==> config.mk <==
export PLATFORM = sky130hd
export DESIGN_NAME = morse_tx
export DESIGN_NICKNAME = d
export VERILOG_FILES = /design/src/rtl/morse_tx.sv
export SDC_FILE = /design/constraint.sdc
export NUM_CORES = 1
export LEC_CHECK = 0
export CORE_UTILIZATION = 53
export DETAILED_ROUTE_END_ITERATION = 16
export PLACE_DENSITY = 0.76
export SLEW_MARGIN = 20
export SYNTH_ARGS = -nofsm -noshare
export SYNTH_HDL_FRONTEND = slang
export SYNTH_SLANG_ARGS = --single-unit
==> constraint.sdc <==
create_clock -name iCLK -period 3.6 [get_ports iCLK]
set_input_delay 0.9 -clock iCLK [delete_from_list [all_inputs] [get_ports iCLK]]
set_output_delay 0.9 -clock iCLK [all_outputs]
set_load 0.02 [all_outputs]
==> src/rtl/morse_tx.sv <==
// Morse keyer: accepts one ASCII character per valid/ready handshake and keys
// oKey with standard unit timing (dot 1, dash 3, element gap 1, char gap 3, word +4).
//
// state   | meaning
// IDLE    | waiting for a character, oReady high
// MARK    | key down for one element (1 unit dot, 3 units dash)
// GAP     | key up for 1 unit between elements of one character
// CHARGAP | key up for 3 units after the last element
// WORD    | key up for 4 units after a space (7 units with the preceding CHARGAP)
module morse_tx #(
  parameter int UNIT_CYCLES = 1200000,
  parameter int CW          = 21
) (
  input  logic       iCLK,
  input  logic       iRST,
  input  logic [7:0] iChar,
  input  logic       iValid,
  output logic       oReady,
  output logic       oKey,
  output logic       oBusy,
  output logic [7:0] oChar,
  output logic       oErr
);

  typedef enum logic [2:0] {IDLE, MARK, GAP, CHARGAP, WORD} stateT;

  stateT state, stateNext;

  logic [CW-1:0] unitCnt;
  logic [2:0]    unitNum;
  logic [2:0]    elemIdx;
  logic [2:0]    elemLen;
  logic [4:0]    pattern;
  logic [2:0]    durUnits;
  logic [2:0]    bitIdx;
  logic [7:0]    upper;
  logic [7:0]    lookup;
  logic          unitDone, stateDone, isDash, accept, charOk, isSpace;

  // Returns {length[2:0], pattern[4:0]}; pattern right-aligned, 1 = dash,
  // first element in the MSB of the used bits. Length 0 means unsupported.
  function automatic logic [7:0] morseLookup(input logic [7:0] c);
    case (c)
      8'h41: return {3'd2, 5'b00001}; // A
      8'h42: return {3'd4, 5'b01000};
      8'h43: return {3'd4, 5'b01010};
      8'h44: return {3'd3, 5'b00100};
      8'h45: return {3'd1, 5'b00000};
      8'h46: return {3'd4, 5'b00010};
      8'h47: return {3'd3, 5'b00110};
      8'h48: return {3'd4, 5'b00000};
      8'h49: return {3'd2, 5'b00000};
      8'h4A: return {3'd4, 5'b00111};
      8'h4B: return {3'd3, 5'b00101};
      8'h4C: return {3'd4, 5'b00100};
      8'h4D: return {3'd2, 5'b00011};
      8'h4E: return {3'd2, 5'b00010};
      8'h4F: return {3'd3, 5'b00111};
      8'h50: return {3'd4, 5'b00110};
      8'h51: return {3'd4, 5'b01101};
      8'h52: return {3'd3, 5'b00010};
      8'h53: return {3'd3, 5'b00000};
      8'h54: return {3'd1, 5'b00001};
      8'h55: return {3'd3, 5'b00001};
      8'h56: return {3'd4, 5'b00001};
      8'h57: return {3'd3, 5'b00011};
      8'h58: return {3'd4, 5'b01001};
      8'h59: return {3'd4, 5'b01011};
      8'h5A: return {3'd4, 5'b01100}; // Z
      8'h30: return {3'd5, 5'b11111}; // 0
      8'h31: return {3'd5, 5'b01111};
      8'h32: return {3'd5, 5'b00111};
      8'h33: return {3'd5, 5'b00011};
      8'h34: return {3'd5, 5'b00001};
      8'h35: return {3'd5, 5'b00000};
      8'h36: return {3'd5, 5'b10000};
      8'h37: return {3'd5, 5'b11000};
      8'h38: return {3'd5, 5'b11100};
      8'h39: return {3'd5, 5'b11110}; // 9
      default: return 8'h00;
    endcase
  endfunction

  always_comb begin
    upper   = ((iChar >= 8'h61) && (iChar <= 8'h7A)) ? (iChar - 8'h20) : iChar;
    lookup  = morseLookup(upper);
    charOk  = (lookup[7:5] != 3'd0);
    isSpace = (iChar == 8'h20);
    oReady  = (state == IDLE);
    accept  = iValid && oReady;
    bitIdx  = elemLen - 3'd1 - elemIdx;
    isDash  = pattern[bitIdx];
  end

  always_comb begin
    durUnits = 3'd1;
    case (state)
      MARK:    durUnits = isDash ? 3'd3 : 3'd1;
      GAP:     durUnits = 3'd1;
      CHARGAP: durUnits = 3'd3;
      WORD:    durUnits = 3'd4;
      default: durUnits = 3'd1;
    endcase
    unitDone  = (unitCnt == CW'(UNIT_CYCLES - 1));
    stateDone = unitDone && (unitNum == durUnits - 3'd1);
  end

  always_comb begin
    stateNext = state;
    case (state)
      IDLE: begin
        if (accept && charOk)
          stateNext = MARK;
        else if (accept && isSpace)
          stateNext = WORD;
      end
      MARK: begin
        if (stateDone)
          stateNext = (elemIdx == elemLen - 3'd1) ? CHARGAP : GAP;
      end
      GAP: begin
        if (stateDone)
          stateNext = MARK;
      end
      CHARGAP, WORD: begin
        if (stateDone)
          stateNext = IDLE;
      end
      default: stateNext = IDLE;
    endcase
  end

  always_ff @(posedge iCLK) begin
    if (iRST) begin
      state   <= IDLE;
      unitCnt <= '0;
      unitNum <= '0;
      elemIdx <= '0;
      elemLen <= '0;
      pattern <= '0;
      oKey    <= 1'b0;
      oBusy   <= 1'b0;
      oErr    <= 1'b0;
      oChar   <= 8'h20;
    end else begin
      state <= stateNext;
      // Counters restart on every state change so each state is an exact multiple of a unit
      if ((stateNext != state) || (state == IDLE)) begin
        unitCnt <= '0;
        unitNum <= '0;
      end else if (unitDone) begin
        unitCnt <= '0;
        unitNum <= unitNum + 3'd1;
      end else begin
        unitCnt <= unitCnt + CW'(1);
      end

      if (accept) begin
        oChar   <= iChar;
        elemLen <= lookup[7:5];
        pattern <= lookup[4:0];
        elemIdx <= '0;
      end else if ((state == GAP) && (stateNext == MARK)) begin
        elemIdx <= elemIdx + 3'd1;
      end

      oKey  <= (stateNext == MARK);
      oBusy <= (stateNext != IDLE);
      oErr  <= accept && !charOk && !isSpace;
    end
  end

endmodule
==> impl_metrics.yaml <==
detailed_routing:
  dr.pass1.iters: 6
  finalWirelength_um: 6600
  vias: 2713
  drcViolationCount: 0
  first_iter_violations: 115
  via_per_inst: 5.71
  postRouteAntennaNets: 0
  wl_per_cell_um: 13.9
cells_and_area:
  fill_cells: 442
  syn2layout_area_growth_pct: 20.4
  diodes: 0
  final_nets: 429
  final_cells: 475
  final_common_cell: "dfxtp_1"
  final_layout_size_suffix_gt1_share_pct: 16.1
  final_cell_mix: "dfxtp_1, nand2_1, nor2_1"
power:
  p_switching_mw: 0.293
  seqPwrFrac_pct: 46.8
  combPwrFrac_pct: 14.5
  cellPowerDensity_nw_per_um2: 332
  p_leak_nw: 1.34
  p_clk_share_pct: 38.8
  fin_total_pwr_mw: 1.20
  swShare_pct: 24.5
  p_int_mw: 0.904
  ir_drop_v: 0.000250
worst_setup_path:
  slowest_delay_ns: 0.54
  crit_slowest_cell: "fa_2"
  cp_data_required_time_ns: 3.79
  worstSetupPathType: "register to register"
  critPathMostFrequentCell: "inv_2"
  crit_chain: "inv_2 > ha_4 > inv_2 > fa_2 > mux4_2 > nand2_2 > o31ai_2 > o21ai_1 > ha_1 > xor2_1 > or4b_4 > a211o_1 > o221ai_2 > o21ai_2 > a2111o_1"
  path_max_fanout: 3
  start_kind: "register"
  critPathArrivalTime_ns: 4.18
  endpoint_kind: "register"
timing:
  whs_ns: 0.460
  max_freq_ghz: 0.251
  relSlewSlack_pct: 61.8
  rsz0062_at_grt: "yes"
  finalWorstSetupSlack_ns: -0.389
  min_period_over_period_pct: 111
  worst_pin_slew_ns: 0.558
  finalSetupViolations: 11
  fin_skew_ns: 0.0125
  maxSlewViolCount: 0
  hold_violations: 0
  min_period_ns: 3.99
synthesis:
  synth_compound_gate_area_share_pct: 17.4
  yosys.area_share.simple_pct: 27.9
  synth.cell_area_um2: 3000
  syn-mean-instance-area_um2: 8.14
  ys_ff_latch: 49
  synth_top_family_by_area: "simple AND/OR/NAND/NOR gates"
  synthMuxAreaShare_pct: 2.25
  ys_types: 60
  yosysWarnings: 0
  ys.flop_type: "dfxtp_1"
  synth_adder_area_share_pct: 6.93
  synth_cells: 368
  synthXorXnorAreaFrac_pct: 8.06
  syn_nets: 395
  synth-edff-count: 0
  yosysSeqAreaShare_pct: 32.7
  synth-async-reset-ratio_pct: 0
clock_tree:
  clk_latency_ns: 0.30
  cts_tree: "yes"
  clkTransAtPathRegs_ns: 0.09
  htree_levels: 2
  cts_root_buf: "clkbuf_8"
  hold_buffers: 0
  clock_sinks: 49
  clk_path_buf_depth: 2
  cts_buffers: 5
floorplanning:
  die_x_um: 77.2
  io_pins: 23
  start_util_pct: 54.8
  std_cell_rows: 27
  fp.coreArea_um2: 5470
  dieHeight_um: 77.2
  die_area_um2: 5960
global_route:
  use_met3_pct: 3.10
  antenna_found_initial: 0
  met2_usage_pct: 37.8
  met1_usage_pct: 28.3
  grt_max_degree: 21
  grt_usage_pct: 22.2
  grt_pass1_vias: 2437
  grt-busiest-layer: "met2"
  grt_first_pass_wirelength_um: 10800
  gr-total-overflow: 0
placement:
  place.port_buffers: 22
  dp_cells: 460
  gp_congestion: 0.881
  dp_hpwl_um: 4800
outcome:
  violations: "setup timing"
  status: "finished, violations left"
worst_hold_path:
  min_path_type: "register to register"
run:
  max-cap-violations: 0
==> power by group through the flow <==
| stage | registers (mW) | logic (mW) | clock network, mW |
|---|---|---|---|
| floorplan | 0.580 | 0.0980 | 0 |
| global placement | 0.572 | 0.166 | 0 |
| detailed placement | 0.572 | 0.168 | 0 |
| CTS | 0.560 | 0.170 | 0.462 |
| global route | 0.561 | 0.189 | 0.482 |
| finish | 0.560 | 0.173 | 0.464 |
==> cell usage after synthesis (2+ instances only) <==
library cell	count	area share [%]
or3_1	2	0.42
nand2_4	2	0.75
nand2_1	47	5.9
nand4_1	6	1.3
clkbuf_1	12	1.5
buf_1	2	0.25
o211a_1	2	0.67
nor2b_1	7	1.5
nor3b_1	2	0.50
xor2_1	16	4.7
a32oi_1	2	0.58
a211o_1	2	0.58
and4_1	2	0.58
o22ai_1	3	0.63
o41ai_1	2	0.58
a31oi_1	4	0.83
a22o_1	6	1.8
mux2i_1	3	1.0
nor4b_1	3	0.88
and2_1	4	0.83
dfxtp_1	49	33
a211oi_1	2	0.50
nor4_1	2	0.42
o21ai_0	13	2.2
a31o_2	2	0.58
nand3_1	12	2.0
and3_1	6	1.3
nor3_1	10	1.7
nand3b_1	4	1.0
inv_1	15	1.9
nand2b_1	2	0.42
buf_2	3	0.50
ha_1	15	6.3
xnor2_1	9	2.6
nor2_1	43	5.4
a21oi_1	21	3.5
or2_2	3	0.63
o31ai_1	3	0.75
o211ai_1	4	1.0
==> timing repair <==
action	4_1_cts	5_1_grt
cloned	0	0
pin swaps	2	8
buffers inserted	2	5
endpoints found under the setup margin	8	11
resized for setup	6	11
==> path summary, 6_finish.rpt <==
path         depth (start not counted)        to        from  slack [ns]
max                                 15     oBusy  elemLen[0]       -0.39
min                                  2  oChar[0]    oChar[0]        0.46
max reg2reg                         15     oBusy  elemLen[0]       -0.39
min reg2reg                          2  oChar[0]    oChar[0]        0.46
==> final cells by class <==
type                            count  area, µm²  share of cell area [%]
Timing Repair Buffer               46        408                    11.3
Clock inverter                      3       65.1                    1.80
Sequential cell                    49        983                    27.3
Tap cell                           72       90.1                    2.50
Clock buffer                        5       68.8                    1.91
Inverter                           15       56.3                    1.56
Multi-Input combinational cell    285       1940                    53.7
==> logic make-up after synthesis <==
family	Yosys count
and+or+nand+nor	164
adders and majority gates	16
DFF	49
xor gates and xnor gates	26
buffers and inverters	34
muxes	5
AOI/OAI and AO/OA	74
==> routing by layer <==
layer | wire length (µm) | part of all wire (%)
met1 | 3080 | 47
met2 | 3130 | 47
met3 | 228 | 3.5
met4 | 161 | 2.4
met5 | 0 | 0
==> through the flow <==
step	setup slack, ns	setup TNS (ns)	area [µm²]	util [%]
after detailed placement	-0.393	-1.74	3360	61.4
after global placement	-0.228	-0.904	3360	61.4
after global routing	-0.540	-4.04	3610	65.9
final	-0.389	-2.32	3610	65.9
after CTS	-0.394	-1.88	3530	64.5
after floorplan	-0.140	-0.304	3010	-
==> worst max-delay path: cells and delay by family, from the launching register on <==
kind | cells | cell delay (ns)
compound gates | 6 | 1.12
xor+xnor | 1 | 0.16
fa+ha+maj | 3 | 1.04
buf+inv | 2 | 0.08
flops | 1 | 0.35
mux | 1 | 0.51
simple gates | 2 | 0.61
==> registers in the layout (all words and copies together), names as in the netlist <==
name / count
elemIdx: 3
oErr: 1
oChar: 8
unitCnt: 21
pattern: 5
oBusy: 1
oKey: 1
elemLen: 3
unitNum: 3
state: 3
Power figures use the tool's default switching activity.
